## config.mk

```make
export PLATFORM = sky130hd
export DESIGN_NAME = masked_adder_nbit
export DESIGN_NICKNAME = d
export VERILOG_FILES = /design/src/rtl/masked_pkg.sv /design/src/rtl/masked_carry_stage.sv /design/src/rtl/masked_gadgets.sv /design/src/rtl/masked_adder_nbit.sv
export SDC_FILE = /design/constraint.sdc
export NUM_CORES = 1
export LEC_CHECK = 0
export BUFFER_PORTS_ARGS = -buffer_cell sky130_fd_sc_hd__buf_4
export CAP_MARGIN = 20
export CORE_ASPECT_RATIO = 1.1
export CORE_MARGIN = 2
export CORE_UTILIZATION = 45
export CTS_BUF_LIST = sky130_fd_sc_hd__clkbuf_2
export DETAILED_ROUTE_END_ITERATION = 10
export GPL_TIMING_DRIVEN = 0
export PLACE_DENSITY = 0.75
export SYNTH_ARGS = -nofsm -noshare
export SYNTH_HDL_FRONTEND = slang
export SYNTH_SLANG_ARGS = --single-unit
```

## constraint.sdc

```tcl
create_clock -name clk -period 1.51 [get_ports clk]
set_input_delay 0.151 -clock clk [delete_from_list [all_inputs] [get_ports clk]]
set_output_delay 0.151 -clock clk [all_outputs]
set_load 0.005 [all_outputs]
```

## src/rtl/masked_pkg.sv

```systemverilog
// Shared helpers for the Boolean-masked arithmetic datapath.
package masked_pkg;

  // Fresh random bits consumed by one HPC2 AND gadget with nshares shares.
  function automatic int unsigned hpc2_nrnd(input int unsigned nshares);
    return nshares * (nshares - 1) / 2;
  endfunction

  // Pipeline latency of the W-bit masked adder: input reg, 2 cycles per carry stage, output reg.
  function automatic int unsigned adder_latency(input int unsigned width);
    return 2 * width + 2;
  endfunction

  // Total randomness width of the W-bit adder: 2W-1 gadgets.
  function automatic int unsigned adder_rnd_w(input int unsigned nshares, input int unsigned width);
    return (2 * width - 1) * hpc2_nrnd(nshares);
  endfunction

  // Index of the random bit shared by share pair {i, j} inside one gadget's slice.
  function automatic int unsigned pair_idx(input int unsigned i, input int unsigned j,
                                           input int unsigned nshares);
    int unsigned lo;
    int unsigned hi;
    if (i == j) return 0;
    lo = (i < j) ? i : j;
    hi = (i < j) ? j : i;
    return lo * nshares - lo * (lo + 1) / 2 + (hi - lo - 1);
  endfunction

endpackage

```

## src/rtl/masked_carry_stage.sv

```systemverilog
// One carry slice (bit BIT >= 1): c_out = g ^ (p & c_in), sum = p ^ c_in.
// p arrives at stage 1, g at stage 3, c_in at stage 1+2*BIT; sum leaves at stage 1+2W.
module masked_carry_stage
  import masked_pkg::*;
#(
  parameter int unsigned d   = 2,
  parameter int unsigned W   = 4,
  parameter int unsigned BIT = 1
) (
  input  logic                    clk,
  input  logic [d-1:0]            p_in,
  input  logic [d-1:0]            g_in,
  input  logic [d-1:0]            c_in,
  input  logic [hpc2_nrnd(d)-1:0] rnd,
  output logic [d-1:0]            c_out,
  output logic [d-1:0]            s_out
);
  localparam int unsigned SKEW    = 2 * BIT;
  localparam int unsigned SUM_DLY = 2 * (W - BIT);

  logic [d-1:0] p_sk;
  logic [d-1:0] g_sk;
  logic [d-1:0] pc;
  logic [d-1:0] s_now;

  // Align propagate and generate with this bit's incoming carry
  masked_skew #(.N(d), .DEPTH(SKEW)) u_p_skew (.clk(clk), .din(p_in), .dout(p_sk));
  masked_skew #(.N(d), .DEPTH(SKEW)) u_g_skew (.clk(clk), .din(g_in), .dout(g_sk));

  // g and p&c are never both 1, so XOR stands in for OR
  MSKand_HPC2 #(.d(d)) u_pc (.clk(clk), .ina(p_sk), .inb(c_in), .rnd(rnd), .out(pc));
  MSKxor #(.d(d)) u_carry (.ina(g_sk), .inb(pc), .out(c_out));

  // Sum bit, held until the final carry is ready
  MSKxor #(.d(d)) u_sum (.ina(p_sk), .inb(c_in), .out(s_now));
  masked_skew #(.N(d), .DEPTH(SUM_DLY)) u_s_skew (.clk(clk), .din(s_now), .dout(s_out));
endmodule

```

## src/rtl/masked_gadgets.sv

```systemverilog
// Masking gadget library: share register, share-wise XOR, HPC2 AND, share skew line.

// One register stage over a bundle of shares; deliberately unreset.
module MSKreg #(
  parameter int unsigned d = 2
) (
  input  logic         clk,
  input  logic [d-1:0] din,
  output logic [d-1:0] dout
);
  // Plain share register
  always_ff @(posedge clk) begin
    dout <= din;
  end
endmodule

// Share-wise XOR of two masked values.
module MSKxor #(
  parameter int unsigned d = 2
) (
  input  logic [d-1:0] ina,
  input  logic [d-1:0] inb,
  output logic [d-1:0] out
);
  assign out = ina ^ inb;
endmodule

// HPC2 masked AND, two-cycle latency; inputs and rnd are consumed in the first cycle.
module MSKand_HPC2
  import masked_pkg::*;
#(
  parameter int unsigned d = 2
) (
  input  logic                    clk,
  input  logic [d-1:0]            ina,
  input  logic [d-1:0]            inb,
  input  logic [hpc2_nrnd(d)-1:0] rnd,
  output logic [d-1:0]            out
);
  logic [d-1:0]         a_q;
  logic [d-1:0]         ab_q;
  logic [d-1:0]         acc;
  logic [d-1:0][d-1:0]  u_q;
  logic [d-1:0][d-1:0]  v_q;

  // First layer: own-share product plus blinded cross terms, diagonal kept at zero
  always_ff @(posedge clk) begin
    a_q  <= ina;
    ab_q <= ina & inb;
    for (int unsigned i = 0; i < d; i++) begin
      for (int unsigned j = 0; j < d; j++) begin
        if (i == j) begin
          u_q[i][j] <= 1'b0;
          v_q[i][j] <= 1'b0;
        end else begin
          u_q[i][j] <= ~ina[i] & rnd[pair_idx(i, j, d)];
          v_q[i][j] <= inb[j] ^ rnd[pair_idx(i, j, d)];
        end
      end
    end
  end

  // Compress cross terms per output share; the random bits cancel pairwise
  always_comb begin
    acc = ab_q;
    for (int unsigned i = 0; i < d; i++) begin
      for (int unsigned j = 0; j < d; j++) begin
        acc[i] = acc[i] ^ u_q[i][j] ^ (a_q[i] & v_q[i][j]);
      end
    end
  end

  // Second layer: output register
  always_ff @(posedge clk) begin
    out <= acc;
  end
endmodule

// DEPTH-stage share delay line (DEPTH >= 1).
module masked_skew #(
  parameter int unsigned N     = 2,
  parameter int unsigned DEPTH = 1
) (
  input  logic         clk,
  input  logic [N-1:0] din,
  output logic [N-1:0] dout
);
  logic [N-1:0] tap [DEPTH+1];

  assign tap[0] = din;
  for (genvar k = 0; k < DEPTH; k++) begin : g_stage
    MSKreg #(.d(N)) u_reg (.clk(clk), .din(tap[k]), .dout(tap[k+1]));
  end
  assign dout = tap[DEPTH];
endmodule

```

## src/rtl/masked_adder_nbit.sv

```systemverilog
// Pipelined Boolean-masked W-bit ripple-carry adder/subtractor with d shares (HPC2 gadgets).
module masked_adder_nbit
  import masked_pkg::*;
#(
  parameter int unsigned d = 2,
  parameter int unsigned W = 4
) (
  input  logic                       clk,
  input  logic                       rst_n,
  input  logic                       in_valid,
  input  logic                       in_sub,
  input  logic [W*d-1:0]             in_a,
  input  logic [W*d-1:0]             in_b,
  input  logic [adder_rnd_w(d,W)-1:0] rnd,
  output logic                       out_valid,
  output logic [(W+1)*d-1:0]         out_c
);
  localparam int unsigned L  = adder_latency(W);
  localparam int unsigned NR = hpc2_nrnd(d);
  localparam int unsigned DW = W * d;

  logic [DW-1:0]        a_r;
  logic [DW-1:0]        b_r;
  logic                 sub_r;
  logic [L-1:0]         vld_sr;
  logic [d-1:0]         sub_sh;
  logic [d-1:0]         p [W];
  logic [d-1:0]         g [W];
  logic [d-1:0]         s [W];
  logic [d-1:0]         c [1:W];
  logic [d-1:0]         pc0;
  logic [d-1:0]         pc0_d;
  logic [d-1:0]         s0_now;
  logic [(W+1)*d-1:0]   res_d;

  // Input share registers (unreset)
  MSKreg #(.d(DW)) u_a_reg (.clk(clk), .din(in_a), .dout(a_r));
  MSKreg #(.d(DW)) u_b_reg (.clk(clk), .din(in_b), .dout(b_r));

  // Control pipeline: public sub flag for stage 1, valid shifted alongside the data
  always_ff @(posedge clk or negedge rst_n) begin
    if (!rst_n) begin
      sub_r  <= 1'b0;
      vld_sr <= '0;
    end else begin
      sub_r  <= in_sub;
      vld_sr <= {vld_sr[L-2:0], in_valid};
    end
  end

  assign out_valid = vld_sr[L-1];

  // Public sub bit as a masked constant: only share 0 carries it
  assign sub_sh = {{(d-1){1'b0}}, sub_r};

  // Per-bit propagate and generate; b is complemented through share 0 in sub mode
  for (genvar i = 0; i < W; i++) begin : g_bit
    logic [d-1:0] b_eff;
    assign b_eff = b_r[i*d +: d] ^ sub_sh;
    MSKxor #(.d(d)) u_p (.ina(a_r[i*d +: d]), .inb(b_eff), .out(p[i]));
    MSKand_HPC2 #(.d(d)) u_g (
      .clk(clk), .ina(a_r[i*d +: d]), .inb(b_eff), .rnd(rnd[i*NR +: NR]), .out(g[i])
    );
  end

  // Bit 0: carry-in is public, so p0 & c0 is a share-wise mask and needs no gadget
  assign pc0 = p[0] & {d{sub_r}};
  masked_skew #(.N(d), .DEPTH(2)) u_pc0_skew (.clk(clk), .din(pc0), .dout(pc0_d));
  MSKxor #(.d(d)) u_c1 (.ina(g[0]), .inb(pc0_d), .out(c[1]));
  assign s0_now = p[0] ^ sub_sh;
  masked_skew #(.N(d), .DEPTH(2*W)) u_s0_skew (.clk(clk), .din(s0_now), .dout(s[0]));

  // Ripple chain for bits 1..W-1
  for (genvar i = 1; i < W; i++) begin : g_carry
    masked_carry_stage #(.d(d), .W(W), .BIT(i)) u_stage (
      .clk  (clk),
      .p_in (p[i]),
      .g_in (g[i]),
      .c_in (c[i]),
      .rnd  (rnd[(W+i-1)*NR +: NR]),
      .c_out(c[i+1]),
      .s_out(s[i])
    );
  end

  // Gather sum bits and carry-out into the output layout
  for (genvar i = 0; i < W; i++) begin : g_pack
    assign res_d[i*d +: d] = s[i];
  end
  assign res_d[W*d +: d] = c[W];

  MSKreg #(.d((W+1)*d)) u_out_reg (.clk(clk), .din(res_d), .dout(out_c));
endmodule

```

==> impl_metrics.tcl <==
set metrics [dict create \
    holdPathEnd "g_bit[3].u_g.v_q[2]$_DFF_P_" \
    hold_viol_final 0 \
    cts-root-buf "clkbuf_2" \
    slowest_delay_ps 450 \
    coreArea_sq_um 10490 \
    path_cells "buf_6 > xor2_2 > ha_1 > ha_1" \
    synth_cell_types 10 \
    ir_drop_uv 887.5 \
    synth_area_sq_um 4887 \
    final_area_sq_um 6055 \
    via_per_inst 3.867 \
    nNetsFinal 441 \
    cts_max_level 4 \
    powerDensity_nw_per_um2 1671 \
    ff2ff_path_depth 4 \
    rsz0062_at_grt "true" \
    yosys.area.top_type_share 0.7701 \
    postRouteAntennaNets 0 \
    cts_tree "yes" \
    grtUsageTotal 0.1015 \
    drive_above_1_share 0.1796 \
    synth_warnings 0 \
    min_from "rnd[3]" \
    area_growth_pct 23.89 \
    r2r-end "u_s0_skew.g_stage[0].u_reg.dout[0]$_DFF_P_" \
    synth_top_cells_by_area "dfxtp_1 77%, xor2_1 6.5%, dfrtp_1 5.6%, ha_1 3.8%, xnor2_1 2.5%" \
    drv_slew 0 \
    grt_pass1_vias 2084 \
    dieArea_sq_um 11710 \
    rrSetupSlack_ps 100 \
    syn-num-nets 340 \
    max_freq_mhz 706.8 \
    timing.hold.ws_ps 176.9 \
    dp_cells 478 \
    clk_latency_ps 690 \
    wl_um 4968 \
    clock_sinks 199 \
    firstDrtPassIters 4 \
    ys_seq_elements 199 \
    diodes 0 \
    initial_utilization 0.4658 \
    required_ps 2110 \
    endpoint_kind "flop" \
    syn_avg_cell_area_sq_um 16.40 \
    worstMarginPinSlew_ps 456.8 \
    place_area_sq_um 5344 \
    holdPathStages 3 \
    drc 0 \
    crit_buf_inv 1 \
    drtIter0Drc 60 \
    clk_pin_slew_ps 240 \
    critPathKind "reg -> reg" \
    cts_made_buffers 17 \
    crit_path_frequent_cell "ha_1" \
    final_cells 555 \
    maxSlewHeadroom 0.6945 \
    dp_hpwl_um 2733 \
    grt_max_degree 19 \
    status "finished clean" \
    port_buffers 37 \
    fp-row-count 39 \
    hold_path_class "in -> reg" \
    max-cap-violations 0 \
    slowest_stage "dfrtp_1" \
    synth_area_leader_cell "dfxtp_1" \
    setup_violations 0 \
    place_congestion 0.7021 \
    cp_top_family "adder cells" \
    clockBufferDepth 2 \
    leakagePower_nw 2.655 \
    finClkSkew_ps 20.37 \
    period_minus_slack_ps 1415 \
    grt_pass1_wl_um 8590 \
    die_w_um 103.4 \
    finalCritPeriodShare 0.9370 \
    die_y_um 113.3 \
    r2r-start "sub_r$_DFF_PN0_" \
    critPathMaxFanout 5 \
    vias 2146 \
    wl_per_cell_um 8.951 \
    globalRouteOverflowTotal 0 \
    nFillCells 817 \
    synth_cells 298 \
    io_pins 38 \
    seq_area_frac_synth 0.8264 \
    critPathLaunchType "flop" \
    antenna_found_initial 0 \
    worstPathArrival_ps 2020 \
]
-- power breakdown --
group	total, mW	leakage [nW]	switching (mW)	internal, mW
combinational	0.935	0.799	0.363	0.572
clock	2.50	0.145	1.70	0.805
sequential	6.68	1.71	0.287	6.39
total	10.1	2.66	2.35	7.77
-- worst max path at each step --
| stage | start | to | slack [ps] | cells after the start |
|---|---|---|---|---|
| 2_1_floorplan | sub_r$_DFF_PN0_ | u_s0_skew.g_stage[0].u_reg.dout[0]$_DFF_P_ | 180 | 4 |
| 3_3_place_gp | sub_r$_DFF_PN0_ | u_s0_skew.g_stage[0].u_reg.dout[0]$_DFF_P_ | 130 | 4 |
| 3_5_place_dp | sub_r$_DFF_PN0_ | u_s0_skew.g_stage[0].u_reg.dout[0]$_DFF_P_ | 100 | 4 |
| 4_1_cts | vld_sr[9]$_DFF_PN0_ | out_valid | -0.05 | 1 |
| 5_1_grt | vld_sr[9]$_DFF_PN0_ | out_valid | -60 | 1 |
| 6_report | sub_r$_DFF_PN0_ | u_s0_skew.g_stage[0].u_reg.dout[0]$_DFF_P_ | 100 | 4 |
-- cells in the final DEF, fill, tap and decap left out, types with 4 or more instances in the layout --
| master | instances |
|---|---|
| nand2_1 | 14 |
| xor2_1 | 36 |
| dfrtp_1 | 11 |
| dlygate4sd3_1 | 45 |
| ha_1 | 15 |
| clkbuf_2 | 17 |
| clkinv_4 | 4 |
| nor2b_1 | 14 |
| xnor2_1 | 14 |
| buf_4 | 36 |
| dfxtp_1 | 188 |
| xor2_2 | 4 |
-- through the flow --
stage               setup TNS, ps  utilization  worst slack [ps]  power [mW]
finish                          0       0.5771             95.09       10.12
global route               -57.42       0.5771            -57.42       10.74
CTS                      -0.04519       0.5771          -0.04519       10.28
detailed placement              0       0.5094             101.5       7.684
global placement                0       0.5094             125.4       7.611
floorplan                       0            -             178.8       7.265
-- registers in the layout, indices dropped and copies added (netlist names), 10 cells and up --
register / flops
g_carry.u_stage.u_p_skew.g_stage.u_reg.dout: 24
g_carry.u_stage.u_s_skew.g_stage.u_reg.dout: 24
g_carry.u_stage.u_g_skew.g_stage.u_reg.dout: 24
u_out_reg.dout: 10
u_s0_skew.g_stage.u_reg.dout: 16
vld_sr: 10
-- logic make-up (layout without fill, tap and decap cells) --
group | Yosys count | count (layout) | share of synthesized area
adders and majority gates | 15 | 15 | 0.03840
DFF | 199 | 199 | 0.8264
xor gates and xnor gates | 54 | 54 | 0.1029
and+or+nand+nor | 29 | 29 | 0.02995
buffers and inverters | 1 | 115 | 0.002304
-- Yosys cell counts --
| cell type | instances |
|---|---|
| and2_1 | 1 |
| buf_6 | 1 |
| dfrtp_1 | 11 |
| dfxtp_1 | 188 |
| ha_1 | 15 |
| nand2_1 | 14 |
| nor2b_1 | 14 |
| xnor2_1 | 14 |
| xor2_1 | 36 |
| xor2_2 | 4 |
-- worst register-to-register path, stage by stage (launching register included) --
cell     delay [ps]
dfrtp_1         450
buf_6           150
xor2_2          180
ha_1            290
ha_1            270
-- routing by layer --
| metal | track usage | vias up | wire, um | share of wire |
|---|---|---|---|---|
| met3 | 0.05374 | 6 | 259 | 0.052 |
| met5 | 0 | - | 0 | 0 |
| met1 | 0.1002 | 966 | 2004 | 0.40 |
| met4 | 0.06316 | 0 | 50 | 0.010 |
| met2 | 0.1647 | 47 | 2654 | 0.53 |
| li1 | - | 1127 | - | - |
-- what timing repair did --
action,CTS,global route
setup buffers,0,0
endpoints found under the setup margin,1,1
pin swaps,0,0
endpoints found under the hold margin,57,0
resized for setup,1,0
hold buffers,45,0
-- cell type report --
class / count / area [sq um] / share of cell area
buffer: 1 / 11.26 / 0.001860
clock buffer: 17 / 85.08 / 0.01405
clock inverter: 15 / 171.4 / 0.02831
multi-input combinational: 98 / 837.1 / 0.1383
sequential: 199 / 4039 / 0.6671
tap: 143 / 178.9 / 0.02955
timing repair buffer: 82 / 732.0 / 0.1209
Power figures use the tool's default switching activity.
